$ cat src/rtl/icache_ctrl_pkg.sv
`default_nettype none
// ============================================================================
//  Module      : icache_ctrl_pkg
//  Description : Shared instruction-cache geometry and controller state codes.
//  Revision    : 1.0 - initial release
// ============================================================================
package icache_ctrl_pkg;

    localparam int ITAG_SIZE        = 22;
    localparam int ISET_INDEX_SIZE  = 6;
    localparam int IBLOCK_WORDS     = 4;
    localparam int IWORD_SIZE       = 32;
    localparam int IBLOCK_SIZE_BITS = IBLOCK_WORDS * IWORD_SIZE;

    localparam logic [2:0] ICTRL_IDLE      = 3'd0;
    localparam logic [2:0] ICTRL_MISS_REQ  = 3'd1;
    localparam logic [2:0] ICTRL_MISS_FILL = 3'd2;
    localparam logic [2:0] ICTRL_WRITE     = 3'd3;
    localparam logic [2:0] ICTRL_REPLAY    = 3'd4;

endpackage
`default_nettype wire

$ cat src/rtl/icache_ctrl_line_fill.sv
`default_nettype none
// ============================================================================
//  Module      : icache_line_fill
//  Description : Beat counter and line buffer assembling a refill block.
//  Revision    : 1.0 - initial release
// ============================================================================
module icache_line_fill #(
    parameter int WORD_W      = 32,
    parameter int BLOCK_WORDS = 4
) (
    input  logic                          clk,
    input  logic                          rst,
    input  logic                          clear,
    input  logic                          load,
    input  logic [WORD_W-1:0]             load_data,
    output logic                          done,
    output logic [BLOCK_WORDS*WORD_W-1:0] line
);

    localparam int                 c_CNT_W = $clog2(BLOCK_WORDS);
    localparam logic [c_CNT_W-1:0] c_LAST  = c_CNT_W'(BLOCK_WORDS - 1);

    logic [c_CNT_W-1:0] r_beat;

    assign done = load && (r_beat == c_LAST);

    always_ff @(posedge clk) begin
        if (rst || clear) begin
            r_beat <= '0;
        end else if (load) begin
            r_beat <= done ? '0 : r_beat + 1'b1;
        end
    end

    generate
        for (genvar g = 0; g < BLOCK_WORDS; g++) begin : g_word
            logic [WORD_W-1:0] r_word;

            always_ff @(posedge clk) begin
                if (rst) begin
                    r_word <= '0;
                end else if (load && (r_beat == c_CNT_W'(g))) begin
                    r_word <= load_data;
                end
            end

            assign line[g*WORD_W +: WORD_W] = r_word;
        end
    endgenerate

endmodule
`default_nettype wire

$ cat src/rtl/icache_ctrl.sv
`default_nettype none
// ============================================================================
//  Module      : icache_ctrl
//  Description : Instruction-cache controller: zero-cycle hits, blocking
//                single-miss refill with replay. Optional performance
//                counters when ICACHE_PERF_CNT_EN is defined.
//  Revision    : 1.0 - initial release
// ============================================================================
module icache_ctrl
    import icache_ctrl_pkg::*;
#(
    parameter int ADDR_W      = 32,
    parameter int WORD_W      = 32,
    parameter int BLOCK_WORDS = IBLOCK_WORDS,
    parameter int INDEX_W     = ISET_INDEX_SIZE,
    parameter int TAG_W       = ITAG_SIZE
) (
    input  logic                          clk,
    input  logic                          rst,
    input  logic                          cpu_req_valid,
    input  logic [ADDR_W-1:0]             cpu_pc,
    input  logic                          cpu_flush,
    output logic [WORD_W-1:0]             cpu_instr,
    output logic                          cpu_instr_valid,
    output logic                          cpu_stall,
    output logic                          sram_en,
    output logic                          sram_memWen,
    output logic [TAG_W+INDEX_W-1:0]      sram_blockAddr,
    output logic [BLOCK_WORDS*WORD_W-1:0] sram_dataIn,
    input  logic                          sram_hit,
    input  logic [BLOCK_WORDS*WORD_W-1:0] sram_dataOut,
    output logic                          mem_req_valid,
    input  logic                          mem_req_ready,
    output logic [ADDR_W-1:0]             mem_req_addr,
    input  logic                          mem_resp_valid,
    input  logic [WORD_W-1:0]             mem_resp_data
`ifdef ICACHE_PERF_CNT_EN
    ,
    output logic [31:0]                   perf_hits,
    output logic [31:0]                   perf_misses
`endif
);

    localparam int c_OFF_W = $clog2(BLOCK_WORDS);
    localparam int c_LOW_W = c_OFF_W + 2;
    localparam int c_BLK_W = BLOCK_WORDS * WORD_W;

    logic [2:0]         r_state;
    logic [2:0]         w_next_state;
    logic [ADDR_W-1:0]  r_pc;
    logic               r_flush_pending;
    logic               w_lookup;
    logic               w_miss;
    logic               w_fill_load;
    logic               w_fill_done;
    logic [c_BLK_W-1:0] w_line;
    logic [c_OFF_W-1:0] w_pc_off;
    logic [c_OFF_W-1:0] w_latched_off;
    logic               w_filling;

    assign w_lookup      = (r_state == ICTRL_IDLE) && cpu_req_valid && !cpu_flush;
    assign w_miss        = w_lookup && !sram_hit;
    assign w_fill_load   = (r_state == ICTRL_MISS_FILL) && mem_resp_valid;
    assign w_pc_off      = cpu_pc[c_LOW_W-1:2];
    assign w_latched_off = r_pc[c_LOW_W-1:2];
    assign w_filling     = (r_state == ICTRL_MISS_REQ) || (r_state == ICTRL_MISS_FILL) ||
                           (r_state == ICTRL_WRITE);

    icache_line_fill #(
        .WORD_W      (WORD_W),
        .BLOCK_WORDS (BLOCK_WORDS)
    ) u_line_fill (
        .clk       (clk),
        .rst       (rst),
        .clear     (w_miss),
        .load      (w_fill_load),
        .load_data (mem_resp_data),
        .done      (w_fill_done),
        .line      (w_line)
    );

    always_comb begin
        w_next_state    = r_state;
        cpu_instr       = '0;
        cpu_instr_valid = 1'b0;
        cpu_stall       = 1'b0;
        sram_en         = 1'b0;
        sram_memWen     = 1'b0;
        sram_blockAddr  = '0;
        sram_dataIn     = '0;
        mem_req_valid   = 1'b0;
        mem_req_addr    = '0;
        case (r_state)
            ICTRL_IDLE: begin
                if (w_lookup) begin
                    // Hit lines are written back unchanged so the array can refresh PLRU.
                    sram_en        = 1'b1;
                    sram_blockAddr = cpu_pc[ADDR_W-1:c_LOW_W];
                    sram_dataIn    = sram_dataOut;
                    if (sram_hit) begin
                        cpu_instr_valid = 1'b1;
                        cpu_instr       = sram_dataOut[WORD_W*w_pc_off +: WORD_W];
                    end else begin
                        cpu_stall    = 1'b1;
                        w_next_state = ICTRL_MISS_REQ;
                    end
                end
            end
            ICTRL_MISS_REQ: begin
                cpu_stall     = 1'b1;
                mem_req_valid = 1'b1;
                mem_req_addr  = {r_pc[ADDR_W-1:c_LOW_W], {c_LOW_W{1'b0}}};
                if (mem_req_ready) begin
                    w_next_state = ICTRL_MISS_FILL;
                end
            end
            ICTRL_MISS_FILL: begin
                cpu_stall = 1'b1;
                if (w_fill_done) begin
                    w_next_state = ICTRL_WRITE;
                end
            end
            ICTRL_WRITE: begin
                cpu_stall      = 1'b1;
                sram_en        = 1'b1;
                sram_memWen    = 1'b1;
                sram_blockAddr = r_pc[ADDR_W-1:c_LOW_W];
                sram_dataIn    = w_line;
                w_next_state   = ICTRL_REPLAY;
            end
            ICTRL_REPLAY: begin
                sram_en         = 1'b1;
                sram_blockAddr  = r_pc[ADDR_W-1:c_LOW_W];
                sram_dataIn     = sram_dataOut;
                cpu_instr_valid = !r_flush_pending;
                if (!r_flush_pending) begin
                    cpu_instr = sram_dataOut[WORD_W*w_latched_off +: WORD_W];
                end
                w_next_state = ICTRL_IDLE;
            end
            default: begin
                w_next_state = ICTRL_IDLE;
            end
        endcase
    end

    always_ff @(posedge clk) begin
        if (rst) begin
            r_state         <= ICTRL_IDLE;
            r_pc            <= '0;
            r_flush_pending <= 1'b0;
        end else begin
            r_state <= w_next_state;
            if (w_miss) begin
                r_pc <= cpu_pc;
            end
            // A redirect mid-refill lets the fill finish but drops the replayed word.
            if (r_state == ICTRL_REPLAY) begin
                r_flush_pending <= 1'b0;
            end else if (cpu_flush && w_filling) begin
                r_flush_pending <= 1'b1;
            end
        end
    end

`ifdef ICACHE_PERF_CNT_EN
    always_ff @(posedge clk) begin
        if (rst) begin
            perf_hits   <= '0;
            perf_misses <= '0;
        end else begin
            if (w_lookup && sram_hit && (perf_hits != 32'hFFFF_FFFF)) begin
                perf_hits <= perf_hits + 32'd1;
            end
            if (w_miss && (perf_misses != 32'hFFFF_FFFF)) begin
                perf_misses <= perf_misses + 32'd1;
            end
        end
    end
`endif

endmodule
`default_nettype wire

$ cat config.mk
export PLATFORM = sky130hd
export DESIGN_NAME = icache_ctrl
export DESIGN_NICKNAME = d
export VERILOG_FILES = /design/src/rtl/icache_ctrl_pkg.sv /design/src/rtl/icache_ctrl_line_fill.sv /design/src/rtl/icache_ctrl.sv
export SDC_FILE = /design/constraint.sdc
export NUM_CORES = 1
export LEC_CHECK = 0
export ABC_AREA = 1
export ABC_CLOCK_PERIOD_IN_PS = 3300
export BUFFER_PORTS_ARGS = -buffer_cell sky130_fd_sc_hd__buf_2
export CAP_MARGIN = 0
export CORE_ASPECT_RATIO = 0.5
export CORE_MARGIN = 5
export CORE_UTILIZATION = 46
export CTS_BUF_LIST = sky130_fd_sc_hd__clkbuf_4
export CTS_CLUSTER_DIAMETER = 150
export DETAILED_ROUTE_END_ITERATION = 12
export PLACE_DENSITY = 0.73
export SETUP_SLACK_MARGIN = 0.15
export SYNTH_ARGS = -nofsm -noshare
export SYNTH_HDL_FRONTEND = slang
export SYNTH_HIERARCHICAL = 1
export SYNTH_SLANG_ARGS = --single-unit
$ cat constraint.sdc
create_clock -name clk -period 3.3 [get_ports clk]
set_input_delay 0.495 -clock clk [delete_from_list [all_inputs] [get_ports clk]]
set_output_delay 0.495 -clock clk [all_outputs]
set_load 0.05 [all_outputs]
==> run metrics, run 1 <==
antenna violations before repair 10; Pleak 7.74 nW; post-CTS setup buffer count 0; Tot Pwr 0.00459 W; largest net degree at the start of global routing 158; Design Area, Final 13600 um2; final net count 2548; Flop pwr share 44.1%; CTS Buf Count 17; Mapped Area 11300 um2; IO Pins 424; final hold vios 0; crit path max fanout 78; count leader, synth nand2_1; final max-slew violation count 0; net load switching power 0.00179 W; RSZ-0062 raised after global routing true; Final Setup Violations 0; Critical R2R Launch r_state[2]; Mean Syn Cell Area 5.55 um2; # fillers 2617; most area-hungry cell type in the Yosys netlist dfxtp_1; Post-Route WL 46.4 mm; VDD IR max 158 uV; Largest stage delay, worst path 470 ps; drt initial violations 1816; Hold Crit Depth 3; Reg2Reg Depth 8; yosys warns 6; Die H 121 um; Commonest cells post-synth nand2_1, nor2_1, o21ai_0; clk sinks 164; Die Area 27900 um2; Cell Rows 40; synth unique cells 24; H-Tree Depth 4; vias 13900; clock slew at reported path FFs 160 ps; Worst slew margin 47.9%; Synth area leaders dfxtp_1, nand2_1, o21ai_0, nor2_1, inv_1; width of the die 231 um; worst hold path endpoint r_pc[10]; post-route setup TNS 0 ps; Tcrit/Tclk final 92.1%; Primary FF master, synth dfxtp_1; Total Routing Usage GR 30.3%; status finished clean; first-pass GRT wire length 67.1 mm; gr ovfl total 0; Fin Clk Skew 23.3 ps; Initial Util 46.8%; MaxCap Viol Count 0; CP Class flop to output pin; asr flop ratio synth 0%; final hold slack 132 ps; layout cells sized above 1 21.2%; clock latency on the worst-skew pair 600 ps; DRC Markers 0; Vias/cell 5.19; Post-Synthesis Cells 2029; CTS max path bufs 2; Core Region 24000 um2; Yosys reg bits 164; CP required 2800 ps; area delta synth->final 20.6%; RR Endpoint u_line_fill/g_word[1].r_word[29]; dpl cell area 13200 um2; CP top delay family buffers and inverters; vias in the first global route 11400; Setup crit start kind flop; drt pass-1 iters 6; CP Capture Type output pin; fmax 329 MHz; Min-Delay Startpoint cpu_pc[10]; Post-synth EDFFs 0; Tightest Pin Transition 782 ps; Synth top area share 29.2%; crit path DAT 2540 ps; register area share after synthesis 29.2%; Final Util 56.5%; P_int 0.00280 W; CTS Hold Bufs 0; TritonCTS clock tree done; Final min period 3040 ps; critical path's slowest cell buf_8; most used cell, CP nor2_4; Routed WL per cell 17.3 um; PD cells 339 nW/um2; Logic pwr share 28.8%; Sw Share 39.0%; Placer Congestion 1.01; critical path, cell by cell nor2_4 > nand2_2 > nor2_4 > buf_8 > nand3_1 > nand2_1 > buf_2; Critical path buffers and inverters 2; antenna viol nets, final 0; clock power share 27.1%; setup slack, reg-to-reg 890 ps; root buf cell clkbuf_4; port bufs 417; min-delay worst type input port to flop; Post-DP HPWL 32.4 mm
==> worst max-delay path by stage <==
stage	startpoint	slack [ps]	cells past startpoint	to
final	r_state[0]	260	7	cpu_instr[21]
after global routing	r_state[0]	120	8	sram_dataIn[78]
after CTS	r_state[0]	190	7	sram_dataIn[26]
after detailed placement	cpu_flush	620	8	sram_dataIn[46]
after global placement	cpu_flush	640	8	sram_dataIn[46]
after floorplan	cpu_flush	640	6	sram_dataIn[34]
==> layout by cell type, fill, tap and decap left out <==
cell and count:
buf_6 1, buf_12 6, nor2_4 4, inv_1 201
o22ai_1 1, nand2_2 6, buf_2 415, inv_6 1
o21ai_0 319, clkinv_4 2, dfxtp_2 1, nand2_4 1
nor2_2 3, a21oi_1 69, dfxtp_4 1, nand2_1 614
buf_8 1, clkinv_1 1, buf_4 22, nor2_1 384
ha_1 4, clkbuf_4 19, nor3_1 2, clkinv_2 3
clkinvlp_4 4, inv_2 3, clkbuf_16 2, bufinv_16 2
nand3_1 37, o21ai_1 60, diode_2 8, conb_1 4
inv_4 3, dfxtp_1 162
==> tightest hold or removal path: cells and delay by family <==
family	cells	cell delay, ps
AND/OR/NAND/NOR	1	80
AO/OA/AOI/OAI	1	60
buffers and inverters	1	90
==> kinds of logic after synthesis <==
kind of cell    synth area share (%)
other cells                   0.0333
compound gates                  20.0
fa+ha+maj                      0.445
flops                           29.2
buf+inv                         14.4
simple gates                    35.9
==> area by class of cell <==
class / count / area, um2 / area share, %
Antenna cell: 8 / 20.0 / 0.148
Clock buffer: 19 / 143 / 1.05
Clock inverter: 13 / 135 / 0.996
Inverter: 207 / 785 / 5.78
Multi-Input combinational cell: 1508 / 6370 / 46.9
Sequential cell: 164 / 3290 / 24.2
Tap cell: 315 / 394 / 2.90
Timing Repair Buffer: 447 / 2440 / 18.0
==> what timing repair did <==
action                     in CTS  in global routing
setup endpoints to repair      21                130
gates resized for setup         2                  8
pin swaps                       0                  1
gates cloned                    0                  2
==> flip-flops by register name, summed over array words and instances (netlist names) <==
register and cells:
r_flush_pending 1, u_line_fill/g_word.r_word 128, r_pc 30, r_state 3, u_line_fill/r_beat 2
==> power by group through the flow <==
| stage | Sequential [W] | Combinational, W | Clock, W |
|---|---|---|---|
| floorplan | 0.00206 | 0.000875 | 0 |
| global placement | 0.00207 | 0.00129 | 0 |
| detailed placement | 0.00207 | 0.00129 | 0 |
| CTS | 0.00203 | 0.00130 | 0.00126 |
| global route | 0.00203 | 0.00141 | 0.00134 |
| finish | 0.00203 | 0.00132 | 0.00124 |
==> through the flow <==
stage | cells | setup slack [ps]
3_5_place_dp | 2639 | 622
6_report | 2681 | 262
3_3_place_gp | 2639 | 644
2_1_floorplan | 2032 | 643
5_1_grt | 2680 | 121
4_1_cts | 2671 | 190
==> metal layers <==
layer	global-route usage [%]	vias up	wire (um)
met5	0	-	39
met4	9.64	6	1120
met2	48.5	735	21300
met3	6.12	82	4280
li1	-	6894	-
met1	41.4	6184	19600
(Power assumes the default switching activity.)
==> inputs of run 2 (changes only) <==
--- a/config.mk
+++ b/config.mk
@@ -15,7 +15,7 @@
 export CTS_BUF_LIST = sky130_fd_sc_hd__clkbuf_4
 export CTS_CLUSTER_DIAMETER = 150
 export DETAILED_ROUTE_END_ITERATION = 12
-export PLACE_DENSITY = 0.73
+export PLACE_DENSITY = 0.84
 export SETUP_SLACK_MARGIN = 0.15
 export SYNTH_ARGS = -nofsm -noshare
 export SYNTH_HDL_FRONTEND = slang
==> run metrics, run 2 (synthesis gave the netlist of run 1 again) <==
status finished clean; Logic pwr share 30.0%; routed length on met2 21.8 mm; Flop pwr share 44.8%; max reg flops 128; layout cells sized above 1 21.4%; RR Endpoint u_line_fill/g_word[0].r_word[6]; crit path DAT 2600 ps; Min-Delay Startpoint cpu_pc[23]; Final Util 56.8%; port bufs 417; CTS max path bufs 2; final hold vios 0; drt initial violations 2375; CP Class flop to output pin; Tightest Pin Transition 805 ps; most frequent cells in the layout nand2_1, buf_2, nor2_1; IO Pins 424; clk sinks 164; Cell Rows 40; MaxCap Viol Count 0; net load switching power 0.00187 W; H-Tree Depth 4; Final min period 3100 ps; Sw Share 41.3%; CP required 2800 ps; Vias/cell 5.38; Total Routing Usage GR 33.7%; area delta synth->final 21.2%; VDD IR max 179 uV; antenna violations before repair 9; setup slack, reg-to-reg 920 ps; clock power share 25.1%; gr ovfl total 0; Placer Congestion 1.04; Initial Util 46.8%; Critical R2R Launch r_state[2]; Tcrit/Tclk final 93.9%; Pleak 7.78 nW; PD cells 332 nW/um2; vias in the first global route 11900; min-delay worst type input port to flop; commonest non-fill, non-tap cell in the layout nand2_1; final hold slack 118 ps; worst hold path endpoint r_pc[23]; met1 wire length 21.0 mm; Reg2Reg Depth 8; antenna viol nets, final 0; met3 WL 6.88 mm; CTS Buf Count 17; DRC Markers 0; Die H 121 um; # fillers 2436; Worst slew margin 46.3%; Setup crit start kind flop; vias 14400; clock latency on the worst-skew pair 620 ps; Post-DP HPWL 36.7 mm; post-route setup TNS 0 ps; Final Setup Violations 0; largest net degree at the start of global routing 158; Hold Crit Depth 3; root buf cell clkbuf_4; Fin Clk Skew 22.9 ps; TritonCTS clock tree done; final net count 2554; drt pass-1 iters 7; top flop regs u_line_fill/g_word.r_word (128), r_pc (30), r_state (3); Routed WL per cell 19.0 um; Die Area 27900 um2; Top reg by flops u_line_fill/g_word.r_word; final max-slew violation count 0; P_int 0.00265 W; RSZ-0062 raised after global routing true; first-pass GRT wire length 73.2 mm; clock slew at reported path FFs 150 ps; CP Capture Type output pin; Core Region 24000 um2; width of the die 231 um; crit path max fanout 19; Top Layer Used met5; fmax 323 MHz; Post-Route WL 51.0 mm
[run 2: through the flow]
step / power, W / instance area (um2) / std cells / setup WS (ps)
after floorplan: 0.00294 / 11300 / 2032 / 643
after global placement: 0.00338 / 13300 / 2644 / 417
after detailed placement: 0.00338 / 13300 / 2644 / 433
after CTS: 0.00450 / 13500 / 2676 / 174
after global routing: 0.00471 / 13600 / 2686 / 126
final: 0.00452 / 13600 / 2686 / 202
[run 2: worst max-delay path, cell delays in order, from the launching register on]
cell and delay [ps]:
dfxtp_1 460, nor2_4 80, nand2_2 130, inv_4 100, nor2_4 460, buf_4 330, o21ai_0 160, buf_2 250
[run 2: area by class of cell]
class	count	area, um2	share of cell area, %
multi-input cells	1508	6370	46.7
clock inverters	15	120	0.881
inverters	207	783	5.74
flip-flops and latches	164	3290	24.1
diodes	7	17.5	0.128
repair buffers	453	2540	18.6
clock buffers	17	128	0.936
well taps	315	394	2.89
[run 2: power groups by stage]
stage / logic (W) / clock network, W / registers (W)
3_3_place_gp: 0.00131 / 0 / 0.00207
2_1_floorplan: 0.000875 / 0 / 0.00206
3_5_place_dp: 0.00131 / 0 / 0.00207
4_1_cts: 0.00132 / 0.00115 / 0.00203
6_report: 0.00136 / 0.00114 / 0.00203
5_1_grt: 0.00143 / 0.00125 / 0.00203
[run 2: worst max path at each step]
stage	end	slack [ps]	startpoint
global route	sram_dataIn[39]	130	r_state[0]
global placement	sram_dataIn[39]	420	cpu_flush
detailed placement	sram_dataIn[39]	430	cpu_flush
CTS	cpu_instr[6]	170	r_state[0]
finish	sram_dataIn[39]	200	r_state[1]
floorplan	sram_dataIn[34]	640	cpu_flush
[run 2: per-layer routing]
| metal | track usage (%) | vias up |
|---|---|---|
| met5 | 0 | - |
| met1 | 47.4 | 6473 |
| li1 | - | 6913 |
| met4 | 8.83 | 6 |
| met2 | 50.2 | 946 |
| met3 | 10.6 | 106 |
[run 2: what timing repair did]
item	4_1_cts	5_1_grt
setup buffers	0	1
pin swaps	0	1
cloned	0	2
endpoints found under the setup margin	79	130
hold buffers	0	0
resized for setup	5	12
==> inputs of run 3 (changes only) <==
--- a/config.mk
+++ b/config.mk
@@ -9,13 +9,15 @@
 export ABC_CLOCK_PERIOD_IN_PS = 3300
 export BUFFER_PORTS_ARGS = -buffer_cell sky130_fd_sc_hd__buf_2
 export CAP_MARGIN = 0
+export CELL_PAD_IN_SITES_DETAIL_PLACEMENT = 1
+export CELL_PAD_IN_SITES_GLOBAL_PLACEMENT = 2
 export CORE_ASPECT_RATIO = 0.5
 export CORE_MARGIN = 5
-export CORE_UTILIZATION = 46
+export CORE_UTILIZATION = 26
 export CTS_BUF_LIST = sky130_fd_sc_hd__clkbuf_4
 export CTS_CLUSTER_DIAMETER = 150
 export DETAILED_ROUTE_END_ITERATION = 12
-export PLACE_DENSITY = 0.84
+export PLACE_DENSITY = 0.95
 export SETUP_SLACK_MARGIN = 0.15
 export SYNTH_ARGS = -nofsm -noshare
 export SYNTH_HDL_FRONTEND = slang
==> run metrics, run 3 (synthesis gave the netlist of run 1 again) <==
fmax 315 MHz; Die Area 47800 um2; critical path's slowest cell o21ai_0; final hold vios 0; min-delay worst type input port to flop; final hold slack 103 ps; Final Non-Filler Cells 2956; Min-Delay Startpoint cpu_pc[16]; clk sinks 164; Largest stage delay, worst path 630 ps; Post-DP HPWL 47.4 mm; DRC Markers 0; antenna violations before repair 18; Core Region 42400 um2; post-route setup TNS 0 ps; Logic pwr share 29.6%; area delta synth->final 25.1%; IO Pins 424; drt initial violations 1352; Total Routing Usage GR 24.3%; Tot Pwr 0.00479 W; drt pass-1 iters 6; Placer Congestion 0.973; max reg flops 128; gr ovfl total 0; Critical R2R Launch r_state[2]; # placed instances 2912; clock power share 28.0%; status finished clean; CP Class flop to output pin; net load switching power 0.00206 W; Final Setup Violations 0; Vias/cell 4.91; CTS Hold Bufs 0; setup slack, reg-to-reg 750 ps; Final min period 3180 ps; antenna viol nets, final 0; root buf cell clkbuf_4; Final Util 33.2%; final net count 2560; P_int 0.00273 W; Fin Clk Skew 40.4 ps; RR Endpoint u_line_fill/g_word[3].r_word[4]; Sw Share 43.0%; Post-Route WL 61.6 mm; Setup crit start kind flop; largest net degree at the start of global routing 98; Flop pwr share 42.4%; Tcrit/Tclk final 96.2%; critical path, cell by cell inv_2 > nand2_2 > nor2_4 > buf_12 > o21ai_0 > nand2_1 > buf_2; vias 14500; port bufs 417; PD cells 340 nW/um2; top flop regs u_line_fill/g_word.r_word (128), r_pc (30), r_state (3); CTS max path bufs 2; final max-slew violation count 0; clock latency on the worst-skew pair 630 ps; Reg2Reg Depth 8; crit path max fanout 11; Initial Util 26.6%; first-pass GRT wire length 88.3 mm; Top reg by flops u_line_fill/g_word.r_word; Die H 157 um; Routed WL per cell 20.8 um; MaxCap Viol Count 0; Cell Rows 53; VDD IR max 183 uV; H-Tree Depth 4; Critical path buffers and inverters 3; CP required 2800 ps; clock slew at reported path FFs 200 ps; CP Capture Type output pin; crit path DAT 2680 ps; TritonCTS clock tree done; Worst slew margin 39.9%; width of the die 304 um; CTS Buf Count 17; most frequent cells in the layout nand2_1, buf_2, nor2_1; commonest non-fill, non-tap cell in the layout nand2_1; Crit path depth 7; worst hold path endpoint r_pc[16]; Tightest Pin Transition 898 ps; CP top delay family compound AO/OA/AOI/OAI gates; vias in the first global route 13500; Hold Crit Depth 3; layout cells sized above 1 21.7%; RSZ-0062 raised after global routing true; Pleak 7.83 nW
run 3: changes by cell type in the layout (fill, tap and decap cells not counted), moves of 3 or more:
cell      delta
buf_2        -3
o21ai_1      +5
buf_6        +3
clkinv_8     +7
buf_4        +7
o21ai_0      -6
inv_6        -4
run 3: worst reg2reg max path: stages, from the launching register on:
cell and delay [ps]:
dfxtp_1 410, nor2_1 220, nand2_1 130, nor2_1 690
nand2_2 260, buf_4 430, nand2_1 150, nand2_1 80
nor2_1 140
run 3: worst max-delay path by stage:
stage	end	startpoint
2_1_floorplan	sram_dataIn[34]	cpu_flush
3_3_place_gp	sram_dataIn[78]	cpu_flush
3_5_place_dp	sram_dataIn[78]	cpu_flush
4_1_cts	cpu_instr[10]	r_pc[2]
5_1_grt	sram_dataIn[79]	r_state[2]
6_report	sram_dataIn[79]	r_state[2]
run 3: layout make-up:
type                       instances  area [um2]
timing repair buffer             458        2560
sequential                       164        3290
inverter                         207         785
fill                            5873       28300
clock buffer                      17         128
clock inverter                    15         200
antenna                            9        22.5
tap                              577         722
multi-input combinational       1509        6380
run 3: layer usage:
layer	GRT usage [%]	vias to the layer above	wire (um)
met4	5.34	2	945
met2	38.3	503	27900
met1	34.9	7030	28400
li1	-	6923	-
met5	0	-	13
met3	4.56	50	4410
run 3: timing repair:
action                     in CTS  in global routing
setup buffers                   2                  0
pin swaps                       2                  0
resized for setup               9                 13
setup endpoints to repair      77                 58
gates cloned                    1                  0
run 3: metrics by stage:
step           setup WS (ps)  instance area (um2)
2_1_floorplan            643                11300
3_3_place_gp             564                13600
3_5_place_dp             535                13600
4_1_cts                  157                14000
5_1_grt                 25.8                14100
6_report                 124                14100
run 3: power by group through the flow:
| stage | clock network [W] | registers, W | logic [W] |
|---|---|---|---|
| after global routing | 0.00147 | 0.00203 | 0.00150 |
| after detailed placement | 0 | 0.00207 | 0.00138 |
| after floorplan | 0 | 0.00206 | 0.000875 |
| after CTS | 0.00138 | 0.00203 | 0.00140 |
| final | 0.00134 | 0.00203 | 0.00142 |
| after global placement | 0 | 0.00207 | 0.00137 |
